==> src/rtl/uart_tx_fifo.sv <==
// Transmit FIFO feeding UART_tx one frame at a time over a TxEn/TxData/TxDone handshake.
// Define UART_TX_FIFO_OVF_EN to get a sticky overflow flag on ovf_o; otherwise ovf_o is tied low.
module uart_tx_fifo #(
  parameter int DEPTH_LOG2 = 4,
  parameter int WIDTH      = 8
) (
  input  logic                  Clk,
  input  logic                  Rst_n,
  input  logic                  wr_i,
  input  logic [WIDTH-1:0]      data_i,
  input  logic                  TxDone,
  output logic                  TxEn,
  output logic [WIDTH-1:0]      TxData,
  output logic                  full_o,
  output logic                  empty_o,
  output logic [DEPTH_LOG2:0]   level_o,
  output logic                  busy_o,
  output logic                  ovf_o,
  input  logic                  ovf_clr_i
);

  localparam int DEPTH = 1 << DEPTH_LOG2;

  localparam logic [1:0] ST_IDLE = 2'd0;
  localparam logic [1:0] ST_LOAD = 2'd1;
  localparam logic [1:0] ST_SEND = 2'd2;
  localparam logic [1:0] ST_GAP  = 2'd3;

  localparam logic [DEPTH_LOG2:0] PTR_ONE  = {{DEPTH_LOG2{1'b0}}, 1'b1};
  localparam logic [DEPTH_LOG2:0] LVL_ZERO = {(DEPTH_LOG2+1){1'b0}};
  localparam logic [DEPTH_LOG2:0] LVL_FULL = {1'b1, {DEPTH_LOG2{1'b0}}};

  logic [WIDTH-1:0]    mem_q [DEPTH];
  logic [1:0]          state_q, state_d;
  logic [DEPTH_LOG2:0] wr_ptr_q, wr_ptr_d;
  logic [DEPTH_LOG2:0] rd_ptr_q, rd_ptr_d;
  logic [DEPTH_LOG2:0] level_q, level_d;
  logic                full_q, empty_q, busy_q, txen_q;
  logic [WIDTH-1:0]    txdata_q, txdata_d;
  logic                push_s, pop_s;

  // Full uses the registered flag, so a same-cycle pop never frees a slot for this write.
  assign push_s = wr_i & ~full_q;
  assign pop_s  = (state_q == ST_LOAD);

  // Next-state and datapath decode.
  always_comb begin
    state_d = state_q;
    case (state_q)
      ST_IDLE: begin
        if (!empty_q) state_d = ST_LOAD;
        else          state_d = ST_IDLE;
      end
      ST_LOAD: state_d = ST_SEND;
      ST_SEND: begin
        if (TxDone) state_d = ST_GAP;
        else        state_d = ST_SEND;
      end
      ST_GAP: begin
        if (!empty_q) state_d = ST_LOAD;
        else          state_d = ST_IDLE;
      end
      default: state_d = ST_IDLE;
    endcase

    if (push_s) wr_ptr_d = wr_ptr_q + PTR_ONE;
    else        wr_ptr_d = wr_ptr_q;

    if (pop_s) begin
      rd_ptr_d = rd_ptr_q + PTR_ONE;
      txdata_d = mem_q[rd_ptr_q[DEPTH_LOG2-1:0]];
    end else begin
      rd_ptr_d = rd_ptr_q;
      txdata_d = txdata_q;
    end

    level_d = wr_ptr_d - rd_ptr_d;
  end

  // Storage array; contents need no reset because the pointers define validity.
  always_ff @(posedge Clk) begin
    if (push_s) mem_q[wr_ptr_q[DEPTH_LOG2-1:0]] <= data_i;
  end

  // Control, pointer and registered status state.
  always_ff @(posedge Clk or negedge Rst_n) begin
    if (!Rst_n) begin
      state_q  <= ST_IDLE;
      wr_ptr_q <= LVL_ZERO;
      rd_ptr_q <= LVL_ZERO;
      level_q  <= LVL_ZERO;
      full_q   <= 1'b0;
      empty_q  <= 1'b1;
      busy_q   <= 1'b0;
      txen_q   <= 1'b0;
      txdata_q <= {WIDTH{1'b0}};
    end else begin
      state_q  <= state_d;
      wr_ptr_q <= wr_ptr_d;
      rd_ptr_q <= rd_ptr_d;
      level_q  <= level_d;
      full_q   <= (level_d == LVL_FULL);
      empty_q  <= (level_d == LVL_ZERO);
      busy_q   <= (state_d != ST_IDLE);
      txen_q   <= (state_d == ST_SEND);
      txdata_q <= txdata_d;
    end
  end

`ifdef UART_TX_FIFO_OVF_EN
  logic drop_s;
  logic ovf_q;

  assign drop_s = wr_i & full_q;

  // Sticky overflow flag; a drop in the same cycle as a clear keeps it set.
  always_ff @(posedge Clk or negedge Rst_n) begin
    if (!Rst_n) ovf_q <= 1'b0;
    else        ovf_q <= drop_s | (ovf_q & ~ovf_clr_i);
  end

  assign ovf_o = ovf_q;
`else
  logic ovf_unused_s;

  assign ovf_unused_s = ovf_clr_i;
  assign ovf_o        = 1'b0;
`endif

  assign TxEn    = txen_q;
  assign TxData  = txdata_q;
  assign full_o  = full_q;
  assign empty_o = empty_q;
  assign level_o = level_q;
  assign busy_o  = busy_q;

endmodule

==> config.mk <==
export PLATFORM = sky130hd
export DESIGN_NAME = uart_tx_fifo
export DESIGN_NICKNAME = d
export VERILOG_FILES = /design/src/rtl/uart_tx_fifo.sv
export SDC_FILE = /design/constraint.sdc
export NUM_CORES = 1
export LEC_CHECK = 0
export ABC_AREA = 1
export CORE_ASPECT_RATIO = 1.5
export CORE_UTILIZATION = 30
export DETAILED_ROUTE_END_ITERATION = 7
export PLACE_DENSITY = 0.56
export SLEW_MARGIN = 20
export SYNTH_ARGS = -nofsm -noshare
export SYNTH_HDL_FRONTEND = slang
export SYNTH_SLANG_ARGS = --single-unit
==> constraint.sdc <==
create_clock -name Clk -period 1.9 [get_ports Clk]
set_input_delay 0.38 -clock Clk [delete_from_list [all_inputs] [get_ports Clk]]
set_output_delay 0.38 -clock Clk [all_outputs]
set_load 0.005 [all_outputs]
=== Word level (Yosys, flattened, before mapping) ===
Memory sizes are Yosys's and may differ from the RTL's. A register that Yosys moved wholly into a read port is not among the register bits.
Index checks and enable logic that the tools add are counted.

* Input bits: 13
* Logic and storage cells: 31
* Memories kept: 1
* Memory bits (read-only): 0
* Bits in writable memories: 128
* Latch bits: 0
* Register bits: 21

* Add/subtract/negate cells: 3
* Mux-type cells: 7
* $lt $le $gt $ge: 0
* Multipliers: 0
* Reduce and logical (&&, ||, !) cells: 5
* Shifts and indexed selects: 0
* Divide/modulo/power cells: 0
* Bitwise logic cells: 2
* Eq/ne operators: 5

{| class="wikitable"
|+ Memories
! memory !! words !! bits a word !! rd ports !! clocked after Yosys merged registers in !! wr ports !! RTL line !! RTL
|-
| mem_q || 16 || 8 || 1 || 1 || 1 || 33 || <nowiki>logic [WIDTH-1:0] mem_q [DEPTH];</nowiki>
|}

{| class="wikitable"
|+ Operator list
! cell !! count
|-
| $add A5 B1 Y5 const B || 2
|-
| $mux W5 || 2
|-
| $eq A2 B2 Y1 const B || 3
|-
| $pmux W2 S3 || 1
|-
| $eq A5 B5 Y1 const B || 1
|-
| $logic_not A5 Y1 || 1
|-
| $sub A5 B5 Y5 || 1
|-
| $mux W1 || 4
|-
| $eq A2 B1 Y1 const B || 1
|-
| $logic_not A2 Y1 || 1
|-
| $reduce_bool A2 Y1 || 1
|-
| $reduce_or A2 Y1 || 1
|-
| $and A1 B1 Y1 || 1
|-
| $logic_not A1 Y1 || 1
|-
| $not A1 Y1 || 1
|}

=== Depth between registers and ports, before layout ===
* Depth after elaboration: 5
* Depth in mapped cells: 16

=== Worst setup path before layout ===
OpenSTA, ideal clock, no wires.

* Kind: register -> register
* From: register rd_ptr_q[0]
* To: register empty_q, in the netlist empty_o
* Setup time: 0.067 ns
* Period minus slack after synthesis: 2.146 ns
* Stages on the path, launching flop included: 16
* Required time: 1.833 ns
* Arrival time: 2.079 ns
* Path slack: -0.246 ns
* Cell sequence: dfrtp_1 > inv_2 > buf_6 > buf_4 > nor4_4 > xor2_1 > ha_1 > nand2_1 > nand2_1 > nor2_1 > inv_1 > nand3_1 > nand2_1 > nand2_1 > nand2_1 > nor2_1

* Word-level cells in the longest chain between the ends: 4

{| class="wikitable"
|+ RTL lines
! item !! RTL line !! RTL
|-
| from (decl) || 36 || <nowiki>logic [DEPTH_LOG2:0] rd_ptr_q, rd_ptr_d;</nowiki>
|-
| from (signal assigned) || 100 || <nowiki>rd_ptr_q <= rd_ptr_d;</nowiki>
|-
| $add A5 B1 Y5 || 70 || <nowiki>rd_ptr_d = rd_ptr_q + PTR_ONE;</nowiki>
|-
| $mux W5 * || 69 || <nowiki>if (pop_s) begin</nowiki>
|-
| $sub A5 B5 Y5 * || 77 || <nowiki>level_d = wr_ptr_d - rd_ptr_d;</nowiki>
|-
| named net level_d[4] || 37 || <nowiki>logic [DEPTH_LOG2:0] level_q, level_d;</nowiki>
|-
| $logic_not A5 Y1 * || 103 || <nowiki>empty_q <= (level_d == LVL_ZERO);</nowiki>
|-
| to (signal assigned) || 103 ||
|-
| to (decl) || 38 || <nowiki>logic full_q, empty_q, busy_q, txen_q;</nowiki>
|}

Mark *: on every way through the listed nets, which the timed path passes. The rest lies on a longest branch.

=== Final worst setup path ===
* From: register state_q[0]
* To: register full_q, in the netlist full_o

* Word-level cells in the longest chain between the ends: 4

{| class="wikitable"
|+ RTL lines
! item !! RTL line !! RTL
|-
| from (decl) || 34 || <nowiki>logic [1:0] state_q, state_d;</nowiki>
|-
| from (signal assigned) || 98 || <nowiki>state_q <= state_d;</nowiki>
|-
| $eq A2 B1 Y1 || 44 || <nowiki>assign pop_s = (state_q == ST_LOAD);</nowiki>
|-
| $mux W5 || 69 ||
|-
| named net rd_ptr_d[0] || 36 ||
|-
| $sub A5 B5 Y5 || 77 ||
|-
| named net level_d[1] || 37 ||
|-
| $eq A5 B5 Y1 || 102 || <nowiki>full_q <= (level_d == LVL_FULL);</nowiki>
|-
| to (signal assigned) || 102 ||
|-
| to (decl) || 38 ||
|}

The timed path passes the listed nets, and every way through them passes these cells.

==> run metrics <==
status complete, but fails checks; failing checks setup timing; Yosys cell types 28; Relative slew margins 59.4%; commonest cells after routing, fill and taps aside nand2_1 (215), edfxtp_1 (128), nand3_1 (101); Critical Path End Type flop; vias in the first global route 4442; CTS Hold Bufs 0; Max-Cap Viols 0; ant diodes 0; initial antenna violation count 0; top_reg_cell synth edfxtp_1; critical path cell sequence ha_4 > buf_6 > xor2_4 > ha_4 > fa_2 > inv_2 > nor3_2 > nand3_1 > a21oi_1; flops & latches, synth 157; total track usage 14.6%; top cells by area, synth edfxtp_1 (59%), nand2_1 (13%), dfrtp_1 (11%), nand3_1 (7.8%), ha_1 (2.1%); syn nets 623; Setup Viol. Count Final 4; DR DRC count 0; Pre-antenna DRT Iters 4; clock sink count 157; GP Congestion 0.787; Fill cells 2016; Die H 183 µm; Worst Path Arrival 2.51 ns; multi-input logic area 1890 µm²; global route overflow 0; CTS root buffer clkbuf_16; Total Nets Final 718; H-tree Lvls 4; top-area cell type share of the netlist area 58.5%; Req. time, crit path 2.25 ns; die area 22500 µm²; Finished Core Util 39.0%; Post-synth EDFFs 128; Setup CP Type flop to flop; post-route ant nets 0; leak pwr 3.39 nW; clock slew at reported path FFs 0.07 ns; first-pass GRT wire length 24.0 mm; Tcrit/Tclk final 114%; Worst Path Buf+Inv 2; Ports 31; DR vias 4411; post-DP HPWL 9.90 mm; slowest CP cell fa_2; worst vdd ir 1.38 mV; Pwr per Cell Area 1660 nW/µm²; Rows 66; CTS buffer count 17; clk_lat worst skew 0.42 ns; area added between synthesis and finish 28.0%; final slew viol count 0; placed cell area 7590 µm²; CTS tree yes; sequential share of the synthesized area 69.6%; die width 123 µm; Non-Filler Cell Area, Final 8410 µm²; DRT iter0 DRCs 201; FF/Latch Area 4570 µm²; largest area contributor in the netlist edfxtp_1; clock skew 0.0149 ns; Hold Path Class primary input to asynchronous set/reset pin; via-per-instance ratio 4.51; largest net degree at the start of global routing 65; min Tclk post-route 2.16 ns; Post-Syn Area per Cell 11.0 µm²; number of port buffers 28; Mapped Cells 598; async set-or-reset flop fraction in the synthesized netlist 18.5%; Max stage delay on crit path 0.57 ns; clock buffer depth 2; core area 21600 µm²; WL/cell 15.6 µm; final worst slack -0.260 ns; f_max 463 MHz; most frequent CP cell ha_4; element type at the critical path start flop; Initial Util 30.5%; total wire length 15.3 mm; commonest non-fill, non-tap cell in the layout nand2_1; RSZ-0062 raised after global routing true; CP top delay family adder cells; worst hold margin 0.351 ns; final hold violation count 0; layout cells sized above 1 21.4%; Slew @ Worst Pin 0.606 ns; CP Max Fanout 4; Cell Area, Synth 6570 µm²; Yosys Warn Count 0
==> sequential cells by signal, summed over array words and instances, names as in the netlist <==
name / flops
TxData: 8
TxEn: 1
busy_o: 1
empty_o: 1
full_o: 1
level_o: 5
mem_q: 128
rd_ptr_q: 5
state_q: 2
wr_ptr_q: 5
==> where the power goes <==
group | internal [mW] | switching, mW | total [mW]
Sequential | 4.28 | 0.209 | 4.49
Combinational | 2.53 | 3.51 | 6.04
Clock | 1.99 | 1.41 | 3.40
==> cell families after synthesis <==
logic type	share of synthesized area (%)
XOR/XNOR	0.667
AO/OA/AOI/OAI	0.762
AND/OR/NAND/NOR	22.6
flip-flops	69.6
buffers and inverters	3.90
adder cells (fa/ha/maj)	2.40
other	0.0571
==> routing by layer <==
layer	GRT usage (%)	share of wire (%)	wire, µm	vias up
met5	0	0	0	-
met4	7.56	2.2	333	0
met3	2.21	3.4	520	14
met2	26.5	55	8430	86
met1	16.1	39	5980	2112
li1	-	-	-	2199
==> cell type report <==
cell class	instances	share of cell area (%)
clock inverters	12	1.46
well taps	272	4.05
multi-input cells	382	22.4
repair buffers	103	10.5
flip-flops and latches	157	54.4
inverters	32	1.49
clock buffers	20	5.68
==> per-stage QoR <==
stage               power, mW  setup WS [ns]  std cells  TNS, ns
finish                   13.9         -0.260        978   -0.774
global route             14.9         -0.431        978    -1.42
CTS                      13.7         -0.256        976   -0.701
detailed placement       9.99         -0.627        940    -7.96
global placement         9.97         -0.594        940    -6.39
floorplan                7.74         -0.192        598   -0.542
==> path summary, 6_finish.rpt <==
path                                       startpoint               endpoint  slack, ns  cells after the start
worst min register to register  TxData[2]$_DFFE_PN0N_  TxData[2]$_DFFE_PN0N_       0.49                      2
max in group asynchronous                       Rst_n      empty_o$_DFF_PN1_       1.23                      2
worst max register to register   state_q[0]$_DFF_PN0_       full_o$_DFF_PN0_      -0.26                      9
min in group Clk                TxData[2]$_DFFE_PN0N_  TxData[2]$_DFFE_PN0N_       0.49                      2
worst min-delay path                            Rst_n   state_q[1]$_DFF_PN0_       0.35                      2
worst max-delay path             state_q[0]$_DFF_PN0_       full_o$_DFF_PN0_      -0.26                      9
==> synthesized netlist by cell type, types with 2 or more instances <==
library cell and count:
a21oi_1 3, buf_2 14, buf_4 2, clkbuf_1 9
dfrtp_1 28, edfxtp_1 128, ha_1 11, inv_1 22
inv_2 9, nand2_1 223, nand3_1 103, nor2_1 24
nor3_1 2, o21ai_0 2, o21ai_1 2, xor2_1 4
==> worst reg2reg max path, cell delays in order, from the launching register on <==
cell and delay [ns]:
dfrtp_1 0.41, ha_4 0.19, buf_6 0.13, xor2_4 0.16
ha_4 0.17, fa_2 0.57, inv_2 0.05, nor3_2 0.18
nand3_1 0.12, a21oi_1 0.13
==> what timing repair did <==
item                       in CTS  in global routing
pin swaps                      15                 12
cloned                          0                  0
resized for setup              18                 26
setup buffers                   5                  3
setup endpoints to repair       7                 14
Note: power is estimated with default switching activity, not from simulation.
==> patch, RTL diff (same flow settings) <==
Change the parameter `WIDTH` from 8 to 10.
--- a/src/rtl/uart_tx_fifo.sv
+++ b/src/rtl/uart_tx_fifo.sv
@@ -2,7 +2,7 @@
 // Define UART_TX_FIFO_OVF_EN to get a sticky overflow flag on ovf_o; otherwise ovf_o is tied low.
 module uart_tx_fifo #(
   parameter int DEPTH_LOG2 = 4,
-  parameter int WIDTH      = 8
+  parameter int WIDTH      = 10
 ) (
   input  logic                  Clk,
   input  logic                  Rst_n,
Interface: changed (resized TxData and data_i); port bits go from 31 to 35. The function was not compared with the original's and may differ.
==> patch against the unedited design <==
The flow still finishes with violations (negative setup slack). Worst setup slack got worse by 0.031 ns. Sequential power is 21% higher. Synthesized area rose by 21%. Die area grew 20%. Routed wire length up 24%. Design area is 19% higher. Combinational power is 18% higher. Sequential cell count grew 34. Critical path depth up 4. Cell count rose by 17%. Power increased by 16%. Critical path type unchanged. Largest cell class unchanged.
==> patch: results <==
group,metric,value,unit
worst_hold_path,min_path_type,"primary input to asynchronous set/reset pin",
route,drtPass1Iterations,4,
synthesis,synthTopCellsByArea,"edfxtp_1 (61%), nand2_1 (13%), dfrtp_1 (9.5%), nand3_1 (8.0%), ha_1 (1.7%)",
placed_design,io_buffers,32,
global_route,grt_pass1_wl,30.0,mm
critical_path,r2r-end,"full_o",
synthesis,synth-seq-area-share,70.5,%
timing,relSlewSlack,60.2,%
synthesis,synth_compound_area_share,0.632,%
clocking,clk_latency,0.43,ns
clocking,clk_path_buf_depth,2,
synthesis,synth-async-reset-ratio,16.2,%
route,wl,18.9,mm
placed_design,hpwl,12.0,mm
cells_and_area,layout.nets,829,
cells_and_area,drive_gt1_share,17.4,%
status,violations,"negative setup slack",
clocking,cts_made_buffers,17,
pwr,irDropWorstVdd,0.00169,V
timing,setup_viol,4,
route,dr.first_iter.drc_count,315,
route,vias_per_cell,4.59,
synthesis,synth-main-ff-cell,"edfxtp_1",
timing,skew,0.00953,ns
critical_path,crit_arrival,2.55,ns
critical_path,rr_startpoint,"state_q[0]",
synthesis,synthMuxAreaShare,0,%
status,status,"finished with violations",
placed_design,place_congestion,0.799,
cells_and_area,largest_reg_flops,160,
synthesis,ys_types,26,
synthesis,syn_avg_cell_area,11.1,sq um
clocking,root_buffer,"clkbuf_16",
global_route,grt.total_usage,14.8,%
critical_path,crit_fanout,3,
synthesis,ys_warn_count,0,
cells_and_area,n_antenna_cell,0,
clocking,clkSlewWorstSetupHoldPaths,0.07,ns
route,routedWlPerCell,16.5,um
cells_and_area,fillers,2457,
timing,setup_slack,-0.291,ns
pwr,power_leakage,0.00393,uW
global_route,grt_max_degree,81,
synthesis,synth-edff-count,160,
synthesis,yosys.area_share.adder,1.99,%
global_route,grt_antenna_before_repair,0,
placed_design,dp_cells,1109,
clocking,htreeDepth,4,
global_route,first_global_vias,5380,
synthesis,syn_nets,740,
critical_path,rr_worst_depth,13,
synthesis,synth_common_cells,"nand2_1 (271), edfxtp_1 (160), nand3_1 (127)",
synthesis,synth_xor_area_share,0.553,%
placed_design,pre_cts_ws,-0.663,ns
[patch: final cells by class]
cell class | count | area share [%]
clock buffer | 21 | 4.94
clock inverter | 11 | 1.13
inverter | 32 | 1.28
multi-input combinational | 454 | 22.4
sequential | 191 | 55.9
tap | 333 | 4.17
timing repair buffer | 106 | 10.2
[patch: worst max-delay path, stage by stage (launching register included)]
cell and delay, ns:
dfrtp_1 0.41, ha_4 0.19, buf_6 0.13, xor2_4 0.16
ha_4 0.17, fa_2 0.36, buf_6 0.13, nor2_4 0.09
nor2_2 0.05, inv_1 0.05, nand3_2 0.10, nand2_2 0.09
nand2_2 0.06, a21oi_2 0.12
[patch: stage by stage]
stage / total power, uW / TNS, ns / instance area (sq um) / hold slack, ns / util [%]
CTS: 15900 / -0.929 / 9830 / 0.173 / 38.0
detailed placement: 11800 / -21.28 / 9080 / 0.475 / 35.1
finish: 16200 / -0.907 / 9980 / 0.181 / 38.6
global route: 17300 / -1.42 / 9980 / 0.184 / 38.6
floorplan: 9210 / -0.498 / 7960 / 0.0844 / -
global placement: 11700 / -15.44 / 9080 / 0.467 / 35.1
[patch: worst max-delay path by stage]
| stage | start | end | slack [ns] | depth (start not counted) |
|---|---|---|---|---|
| detailed placement | wr_i | empty_o | -0.66 | 16 |
| global placement | wr_i | full_o | -0.61 | 12 |
| floorplan | rd_ptr_q[0] | empty_o | -0.18 | 15 |
| finish | state_q[0] | full_o | -0.29 | 13 |
| CTS | state_q[0] | full_o | -0.32 | 13 |
| global route | rd_ptr_q[1] | empty_o | -0.43 | 14 |
[patch: cells by family after synthesis]
group / after synthesis
DFF: 191
adders and majority gates: 12
buffers and inverters: 68
xor gates and xnor gates: 5
other: 1
and+or+nand+nor: 427
AOI/OAI and AO/OA: 9
[patch: where the power goes]
group | internal (uW) | switching [uW]
registers | 5180 | 246
clock network | 2030 | 1590
logic | 2960 | 4190
[patch: metal layers]
layer	GRT usage, %	part of all wire [%]	wire (um)
met5	0	0	0
met4	5.98	2.4	461
met3	2.45	3.5	670
met2	26.4	54	10200
met1	17.4	40	7660
[patch: repair_timing]
| item | 4_1_cts | 5_1_grt |
|---|---|---|
| resized for setup | 24 | 24 |
| endpoints found under the setup margin | 16 | 14 |
| setup buffers | 1 | 6 |
| pin swaps | 6 | 7 |
